<file path="config.mk">
export PLATFORM = sky130hd
export DESIGN_NAME = chacha_block_ctrl
export DESIGN_NICKNAME = d
export VERILOG_FILES = /design/src/rtl/chacha_block_ctrl.sv
export SDC_FILE = /design/constraint.sdc
export NUM_CORES = 1
export LEC_CHECK = 0
export CAP_MARGIN = 20
export CORE_UTILIZATION = 51
export CTS_CLUSTER_DIAMETER = 30
export DETAILED_ROUTE_END_ITERATION = 16
export PLACE_DENSITY = 0.92
export RECOVER_POWER = 50
export SLEW_MARGIN = 20
export SYNTH_ARGS = -nofsm -noshare
export SYNTH_HDL_FRONTEND = slang
export SYNTH_SLANG_ARGS = --single-unit
</file>
<file path="constraint.sdc">
create_clock -name clk_i -period 3 [get_ports clk_i]
set_input_delay 0.6 -clock clk_i [delete_from_list [all_inputs] [get_ports clk_i]]
set_output_delay 0.6 -clock clk_i [all_outputs]
set_load 0.005 [all_outputs]
</file>
<file path="src/rtl/chacha_block_ctrl.sv">
// ChaCha block controller: sequences the quarter-round datapath through
// alternating column/diagonal rounds, the final feed-forward addition and
// the keystream output handshake.
module chacha_block_ctrl #(
    parameter int DOUBLE_ROUNDS = 10,  // column+diagonal pairs per block, 1..15
    parameter int QR_LATENCY    = 1    // quarter-round datapath latency, 1..8
) (
    input  logic       clk_i,
    input  logic       rst_i,
    input  logic       start_i,
    input  logic       abort_i,
    input  logic       ready_i,
    output logic       ready_o,
    output logic       busy_o,
    output logic       init_block_o,
    output logic       set_qr_input_o,
    output logic       get_qr_output_o,
    output logic       rotate_block_o,
    output logic       rotate_direction_o,
    output logic       add_input_o,
    output logic       incr_block_ctr_o,
    output logic       valid_o,
    output logic       done_o,
    output logic [3:0] round_o
);

    typedef enum logic [6:0] {
        IDLE      = 7'b0000001,
        WAIT_COL  = 7'b0000010,
        COL       = 7'b0000100,
        WAIT_DIAG = 7'b0001000,
        DIAG      = 7'b0010000,
        FINAL     = 7'b0100000,
        OUT       = 7'b1000000
    } state_t;

    localparam logic [3:0] ROUND_LAST = 4'(DOUBLE_ROUNDS);
    localparam logic [2:0] WAIT_LAST  = 3'(QR_LATENCY - 1);

    state_t     state;
    state_t     state_next;
    logic [3:0] round_cnt;
    logic [2:0] wait_cnt;
    logic       wait_last;
    logic       in_wait;

    assign wait_last = (wait_cnt == WAIT_LAST);
    assign in_wait   = (state == WAIT_COL) || (state == WAIT_DIAG);
    assign busy_o    = ~ready_o;
    assign round_o   = round_cnt;

    // State register with synchronous reset.
    // NOTE: registers are always assigned with <= so every flop samples the
    // pre-edge values of its inputs, independent of block ordering.
    always_ff @(posedge clk_i) begin
        if (rst_i) begin
            state <= IDLE;
        end else begin
            state <= state_next;
        end
    end

    // Round counter (completed double rounds) and quarter-round wait counter.
    always_ff @(posedge clk_i) begin
        if (rst_i) begin
            round_cnt <= 4'd0;
            wait_cnt  <= 3'd0;
        end else begin
            if (state == IDLE && start_i) begin
                round_cnt <= 4'd0;
            end else if (state == DIAG) begin
                round_cnt <= round_cnt + 4'd1;
            end

            if (in_wait && !wait_last) begin
                wait_cnt <= wait_cnt + 3'd1;
            end else begin
                wait_cnt <= 3'd0;
            end
        end
    end

    // Next-state selection and Moore output decode.
    always_comb begin
        // NOTE: every output and the next state get a default before the case,
        // so no path through this block leaves a signal unassigned (no latch).
        state_next         = state;
        ready_o            = 1'b0;
        init_block_o       = 1'b0;
        set_qr_input_o     = 1'b0;
        get_qr_output_o    = 1'b0;
        rotate_block_o     = 1'b0;
        rotate_direction_o = 1'b0;
        add_input_o        = 1'b0;
        incr_block_ctr_o   = 1'b0;
        valid_o            = 1'b0;
        done_o             = 1'b0;

        case (state)
            IDLE: begin
                ready_o      = 1'b1;
                init_block_o = 1'b1;
                if (start_i) begin
                    state_next = WAIT_COL;
                end
            end
            WAIT_COL: begin
                set_qr_input_o = (wait_cnt == 3'd0);
                if (wait_last) begin
                    state_next = COL;
                end
            end
            COL: begin
                get_qr_output_o    = 1'b1;
                rotate_block_o     = 1'b1;
                rotate_direction_o = 1'b1;
                state_next         = WAIT_DIAG;
            end
            WAIT_DIAG: begin
                set_qr_input_o = (wait_cnt == 3'd0);
                if (wait_last) begin
                    state_next = DIAG;
                end
            end
            DIAG: begin
                get_qr_output_o = 1'b1;
                rotate_block_o  = 1'b1;
                state_next      = (round_cnt + 4'd1 == ROUND_LAST) ? FINAL : WAIT_COL;
            end
            FINAL: begin
                add_input_o      = 1'b1;
                incr_block_ctr_o = 1'b1;
                state_next       = OUT;
            end
            OUT: begin
                valid_o = 1'b1;
                if (ready_i) begin
                    done_o     = ~abort_i;
                    state_next = IDLE;
                end
            end
            default: begin
                // Non-one-hot encodings fall back to idle.
                state_next = IDLE;
            end
        endcase

        // Abort cancels any block in progress; it has no effect when idle.
        if (abort_i && state != IDLE) begin
            state_next = IDLE;
        end
    end

endmodule

</file>
==> flow_metrics.py, run 1 <==
metrics = {
    "run_status": {
        "status": "finished clean",
    },
    "cts": {
        "h-tree-depth": 1,
        "cts-resized-gates": 1,
        "clk_pin_slew_ps": 90,
        "cts_tree": "built",
        "clkLatencyLatePin_ps": 290,
        "clock-root-buffer": "clkbuf_4",
        "cts.sinks": 14,
        "cts_made_buffers": 3,
        "ctsHoldBuffers": 0,
        "cts_buffer_depth": 2,
        "postCtsSetupRepairBufs": 0,
    },
    "power": {
        "p_comb_share_pct": 40.7,
        "clockPowerShare_pct": 22.9,
        "p_int_uw": 410,
        "switchingPower_uw": 201,
        "vdd_drop_max_mv": 0.338,
        "leakagePower_nw": 0.443,
        "swShare_pct": 33.0,
        "power_frac_seq_pct": 36.4,
        "power.density_nw_per_um2": 572,
    },
    "logic_synthesis": {
        "async_flop_share_pct": 0,
        "synth_cell_type_count": 36,
        "ys_seq_elements": 14,
        "synth_top_area_share_pct": 33.5,
        "synth.most_common_cell": "dfxtp_1",
        "syn_nets": 101,
        "netlist_top_cells_area": "dfxtp_1, ha_1, xnor2_1",
        "ys_seq_area_share_pct": 33.5,
        "synth_edf_count": 0,
        "syn_inst": 92,
        "yosys.area.top_type": "dfxtp_1",
        "synth_ff_type": "dfxtp_1",
        "ys_top_cells_by_count": "dfxtp_1, inv_1, nand3_1",
        "synth_warnings": 0,
        "avgSynthCellArea_um2": 9.10,
        "syn_area_um2": 837,
    },
    "setup_path": {
        "worst-endpoint-arrival_ps": 2280,
        "cp-startpoint": "state[6]",
        "cpLargestDelayFamily": "simple AND/OR/NAND/NOR gates",
        "endpoint": "set_qr_input_o",
        "crit_type": "flop to output pin",
        "ff2ff_setup_slack_ps": 880,
        "critPathLaunchType": "flop",
        "worstRegToRegCells": 4,
        "crit_buf_inv": 1,
        "crit_slowest_cell": "or4_4",
        "required_ps": 2400,
        "worstReg2RegStart": "state[6]",
        "critPathCaptureType": "output pin",
        "max_stage_delay_ps": 580,
        "worstSetupPathDepth": 4,
        "cp_cell_sequence": "or4_4 > or3_4 > nor2b_1 > clkdlybuf4s50_1",
        "rr_endpoint": "state[0]",
        "critPathMaxFanout": 6,
    },
    "layout": {
        "area_growth_pct": 27.7,
        "fin_nets": 122,
        "diodes": 0,
        "fill_cells": 114,
        "utilization_pct": 70.1,
        "fin_cells": 128,
        "final_layout_size_suffix_gt1_share_pct": 10.7,
    },
    "die": {
        "die_area_um2": 1810,
        "fp.dieH_um": 42.5,
        "die_w_um": 42.5,
        "io_pins": 20,
        "std_cell_rows": 14,
        "start_util_pct": 54.9,
        "design.core.area_um2": 1520,
    },
    "sta": {
        "maxSlewViolCount": 0,
        "setup_viol": 0,
        "finalWorstSetupSlack_ps": 118,
        "relSlewSlack_pct": 70.5,
        "worstMarginPinSlew_ps": 442,
        "clock.fmax_mhz": 347,
        "finalCriticalPeriod_ps": 2880,
        "post-route-period-util_pct": 96.1,
        "tns_ps": 0,
        "finalHoldViolCount": 0,
        "grt_setup_unrepaired": "no",
        "skew_ps": 1.95,
    },
    "routing": {
        "wl_um": 1820,
        "route.vias.total": 764,
        "first_pass_iters": 4,
        "ant_nets": 0,
        "wl_per_cell_um": 14.2,
        "drc": 0,
        "drt_iter0_drc": 14,
        "via_per_inst": 5.97,
    },
    "placement": {
        "dp_slack_ps": 316,
        "place_inst": 124,
        "dp_hpwl_um": 1370,
        "portBuffers": 19,
        "gp_congestion": 0.872,
    },
    "grt": {
        "gr-usage-all-layers_pct": 22.4,
        "grt_pass1_wl_um": 3010,
        "grt_overflow": 0,
        "grt_max_degree": 9,
        "grt_pass1_vias": 676,
        "antenna_found_initial": 0,
    },
    "worst_hold_path": {
        "hold_depth": 1,
        "min_path_type": "flop to flop",
    },
    "flow_run": {
        "drv_cap": 0,
    },
}
==> power by group through the flow <==
stage          logic (mW)  clock network [mW]  registers, mW
5_1_grt             0.265               0.148          0.227
3_3_place_gp        0.236                   0          0.226
6_report            0.249               0.140          0.223
2_1_floorplan       0.161                   0          0.211
4_1_cts             0.246               0.142          0.221
3_5_place_dp        0.242                   0          0.226
==> layer usage <==
metal / part of all wire (%) / vias up / global-route usage (%)
met5: 0 / - / 0
met4: 0.93 / 0 / 11.3
met3: 4.8 / 2 / 2.59
met2: 47 / 35 / 36.0
met1: 47 / 350 / 29.3
li1: - / 377 / -
==> layout by cell type, fill, tap and decap left out, types with 2 or more instances in the layout <==
cell type	netlist	layout
clkdlybuf4s50_1	0	16
dfxtp_1	14	14
nand3_1	6	6
inv_1	6	6
nor2_1	4	4
nor2b_1	4	4
xnor2_1	4	4
ha_1	4	4
nor3_1	3	3
nor4b_1	3	3
nor4_1	3	3
nor3b_1	3	3
and2_1	4	3
nand2_1	3	3
a31oi_1	3	3
clkbuf_4	0	3
dlygate4sd3_1	0	3
and4b_2	2	2
or4_4	2	2
xor2_1	2	2
and3_1	2	2
==> worst min path at each step <==
stage	slack [ps]	to	from
6_report	470	wait_cnt[0]	wait_cnt[0]
4_1_cts	480	wait_cnt[0]	wait_cnt[0]
3_3_place_gp	450	wait_cnt[0]	wait_cnt[0]
3_5_place_dp	470	wait_cnt[0]	wait_cnt[0]
5_1_grt	500	wait_cnt[0]	wait_cnt[0]
2_1_floorplan	430	wait_cnt[0]	wait_cnt[0]
==> cells by family (layout without fill, tap and decap cells) <==
logic type	after synthesis	count (layout)	synth area share, %
compound gates	10	10	9.42
xor+xnor	6	6	6.28
fa+ha+maj	4	4	5.98
buf+inv	10	30	5.83
flops	14	14	33.5
mux	1	1	1.20
simple gates	47	47	37.8
==> metrics by stage <==
| step | area [um2] | hold slack (ps) | power, mW |
|---|---|---|---|
| floorplan | 837 | 428 | 0.372 |
| global placement | 1030 | 454 | 0.462 |
| detailed placement | 1030 | 468 | 0.468 |
| CTS | 1070 | 479 | 0.609 |
| global route | 1070 | 504 | 0.639 |
| finish | 1070 | 472 | 0.611 |
==> state kept, by name (all words and copies together) (netlist names) <==
name,count
round_o,4
wait_cnt,3
state,7
==> layout make-up <==
| cell class | instances | area, um2 | share of cell area [%] |
|---|---|---|---|
| flip-flops and latches | 14 | 280 | 26.2 |
| repair buffers | 20 | 198 | 18.5 |
| multi-input cells | 68 | 512 | 47.9 |
| well taps | 16 | 20.0 | 1.87 |
| inverters | 6 | 22.5 | 2.11 |
| clock buffers | 4 | 36.3 | 3.40 |
(Power assumes the default switching activity.)
==> run 2: changes to the inputs <==
--- a/config.mk
+++ b/config.mk
@@ -15,3 +15,4 @@
 export SYNTH_ARGS = -nofsm -noshare
 export SYNTH_HDL_FRONTEND = slang
 export SYNTH_SLANG_ARGS = --single-unit
+export TNS_END_PERCENT = 30
==> results of run 2 <==
No change in the layout: final DEF, timing and power equal those of run 1.
==> patch (flow settings as in run 1) <==
`DOUBLE_ROUNDS`: 10 -> 5.
--- a/src/rtl/chacha_block_ctrl.sv
+++ b/src/rtl/chacha_block_ctrl.sv
@@ -2,7 +2,7 @@
 // alternating column/diagonal rounds, the final feed-forward addition and
 // the keystream output handshake.
 module chacha_block_ctrl #(
-    parameter int DOUBLE_ROUNDS = 10,  // column+diagonal pairs per block, 1..15
+    parameter int DOUBLE_ROUNDS = 5,  // column+diagonal pairs per block, 1..15
     parameter int QR_LATENCY    = 1    // quarter-round datapath latency, 1..8
 ) (
     input  logic       clk_i,
Behaviour: no difference found for any inputs over 10 cycles, from zero or initial values; that may be too few to reach the edited logic, so the function may still have changed.
==> patch against run 1 <==
Clock skew is 0.00053 ns higher. First-iteration DRC count decreased by 21%. Power shrank 5.9%. Worst setup slack improved by 0.0035 ns. Via count grew 1.3%. Synthesized area grew 2.4%. Wire length is 0.11% lower. Count of clock-buffer cells in the layout unchanged. Worst hold slack improved by 0.0049 ns. Non-clock buffer count shrank 1. Final area decreased by 1.1%. Sequential share of layout area rose by 0.28 points. Die area rose by 2.3%. Sequential cell count unchanged. Critical path type unchanged. Largest power group is now registers.
==> patch: results (changes against run 1) <==
* Clk slew on worst S/H paths at 0.09 ns (about the same)
* Sequential share of the synthesized area at 0.327 (-0.00782)
* Top_reg_cell synth: dfxtp_1
* Root Buffer Master: clkbuf_4
* Most common cell in the netlist: dfxtp_1
* Number of global-route vias before repair at 751 (+11%)
* P_int at 388 µW (-5.2%)
* Share of post-route cells with drive strength above 1 at 0.0847 (-0.0224)
* Critical path peak fanout at 7 (+1)
* Leading cell types by count after synthesis: 14 x dfxtp_1, 11 x nor2_1, 6 x inv_1
* First-pass GRT wire length at 3180 µm (+5.7%)
* Worst Hold Depth at 1 (unchanged)
* Port Buffer Count at 19 (unchanged)
* Slew HR at 0.528 (-0.177)
* Initial antenna violation count at 0 (unchanged)
* Top cells by area, synth: dfxtp_1 33%, ha_1 5.8%, nor2_1 4.8%
* Crit path DAT at 2.28 ns (about the same)
* Outcome: finished, final reports clean
* Number of fill cells at 129 (+13%)
* Top reg by flops: state
* H-tree depth at 1 (unchanged)
* Count of cell types in the netlist at 39 (+8.3%)
* Hold WC Path Type: reg -> reg
* Total CTS buffers at 3 (unchanged)
* VDD IR max at 0.249 mV (-26%)
* Clock Latency Late Sink at 0.28 ns
* Detailed Place HPWL at 1410 µm (+2.7%)
* Deepest clock path buffer count at 2 (unchanged)
* Largest net degree at the start of global routing at 11 (+2)
* Worst Skew at 0.00248 ns (+0.000535 ns)
* Post-Route WL at 1820 µm (-0.11%)
* Detailed Routing Iterations Pass 1 at 4 (unchanged)
* Drt initial violations at 11 (-3)
* Worst Reg-to-Reg Cells at 4 (unchanged)
* Post-CTS sizing at 0 (-1)
* Syn Nets at 109 (+7.9%)
* Leak at 0.000426 µW (-3.8%)
* Layout net count at 128 (+4.9%)
* Ys Warns at 0 (unchanged)
* GRT Overall Usage at 0.233 (+0.00968)
* Vias at 774 (+1.3%)
* GP Congestion at 0.808 (-7.4%)
* Postcts setup bufs at 0 (unchanged)
* Async set or reset register ratio after synthesis at 0 (unchanged)
* Max FFs per register at 7 (unchanged)
* Ant. Diodes at 0 (unchanged)
[patch: worst max-delay path: stages, from the launching register on]
cell,delay [ns]
dfxtp_1,0.40
or4_4,0.55
or3_1,0.40
clkinvlp_2,0.14
clkdlybuf4s50_1,0.51
[patch: kinds of logic (layout without fill, tap and decap cells)]
family,count (synthesis),after routing,synth area share
AO/OA/AOI/OAI,15,15,0.133
XOR/XNOR,6,6,0.0613
adder cells (fa/ha/maj),4,4,0.0584
buffers and inverters,12,30,0.0803
flip-flops,14,14,0.327
AND/OR/NAND/NOR,49,49,0.340
[patch: worst paths after layout]
path,start,endpoint,slack [ns]
worst max-delay path,state[3],init_block_o,0.12
worst min-delay path,wait_cnt[0],wait_cnt[0],0.48
worst max register to register,state[3],state[2],1.04
worst min register to register,wait_cnt[0],wait_cnt[0],0.48
[patch: area by class of cell]
type / count / area share
Clock buffer: 4 / 0.0343
Inverter: 7 / 0.0260
Multi-Input combinational cell: 74 / 0.476
Sequential cell: 14 / 0.265
Tap cell: 16 / 0.0189
Timing Repair Buffer: 19 / 0.180
[patch: power groups by stage]
stage,Sequential [µW],Combinational [µW],Clock (µW)
final,220,217,137
after global routing,222,238,149
after CTS,219,228,141
after detailed placement,224,227,0
after global placement,222,219,0
after floorplan,210,168,0
[patch: stage by stage]
step           utilization  worst slack (ns)  instances  total power [µW]  cell area, µm²
2_1_floorplan            -             0.893        100               378             857
3_3_place_gp         0.666             0.531        130               441            1030
3_5_place_dp         0.666             0.492        130               451            1030
4_1_cts              0.689             0.161        134               588            1060
5_1_grt              0.686            0.0391        134               609            1060
6_report             0.686             0.122        134               575            1060
[patch: layer usage]
metal / share of wire / GRT usage
met2: 0.49 / 0.388
met5: 0 / 0
met3: 0.043 / 0.0426
met1: 0.43 / 0.260
met4: 0.035 / 0.176
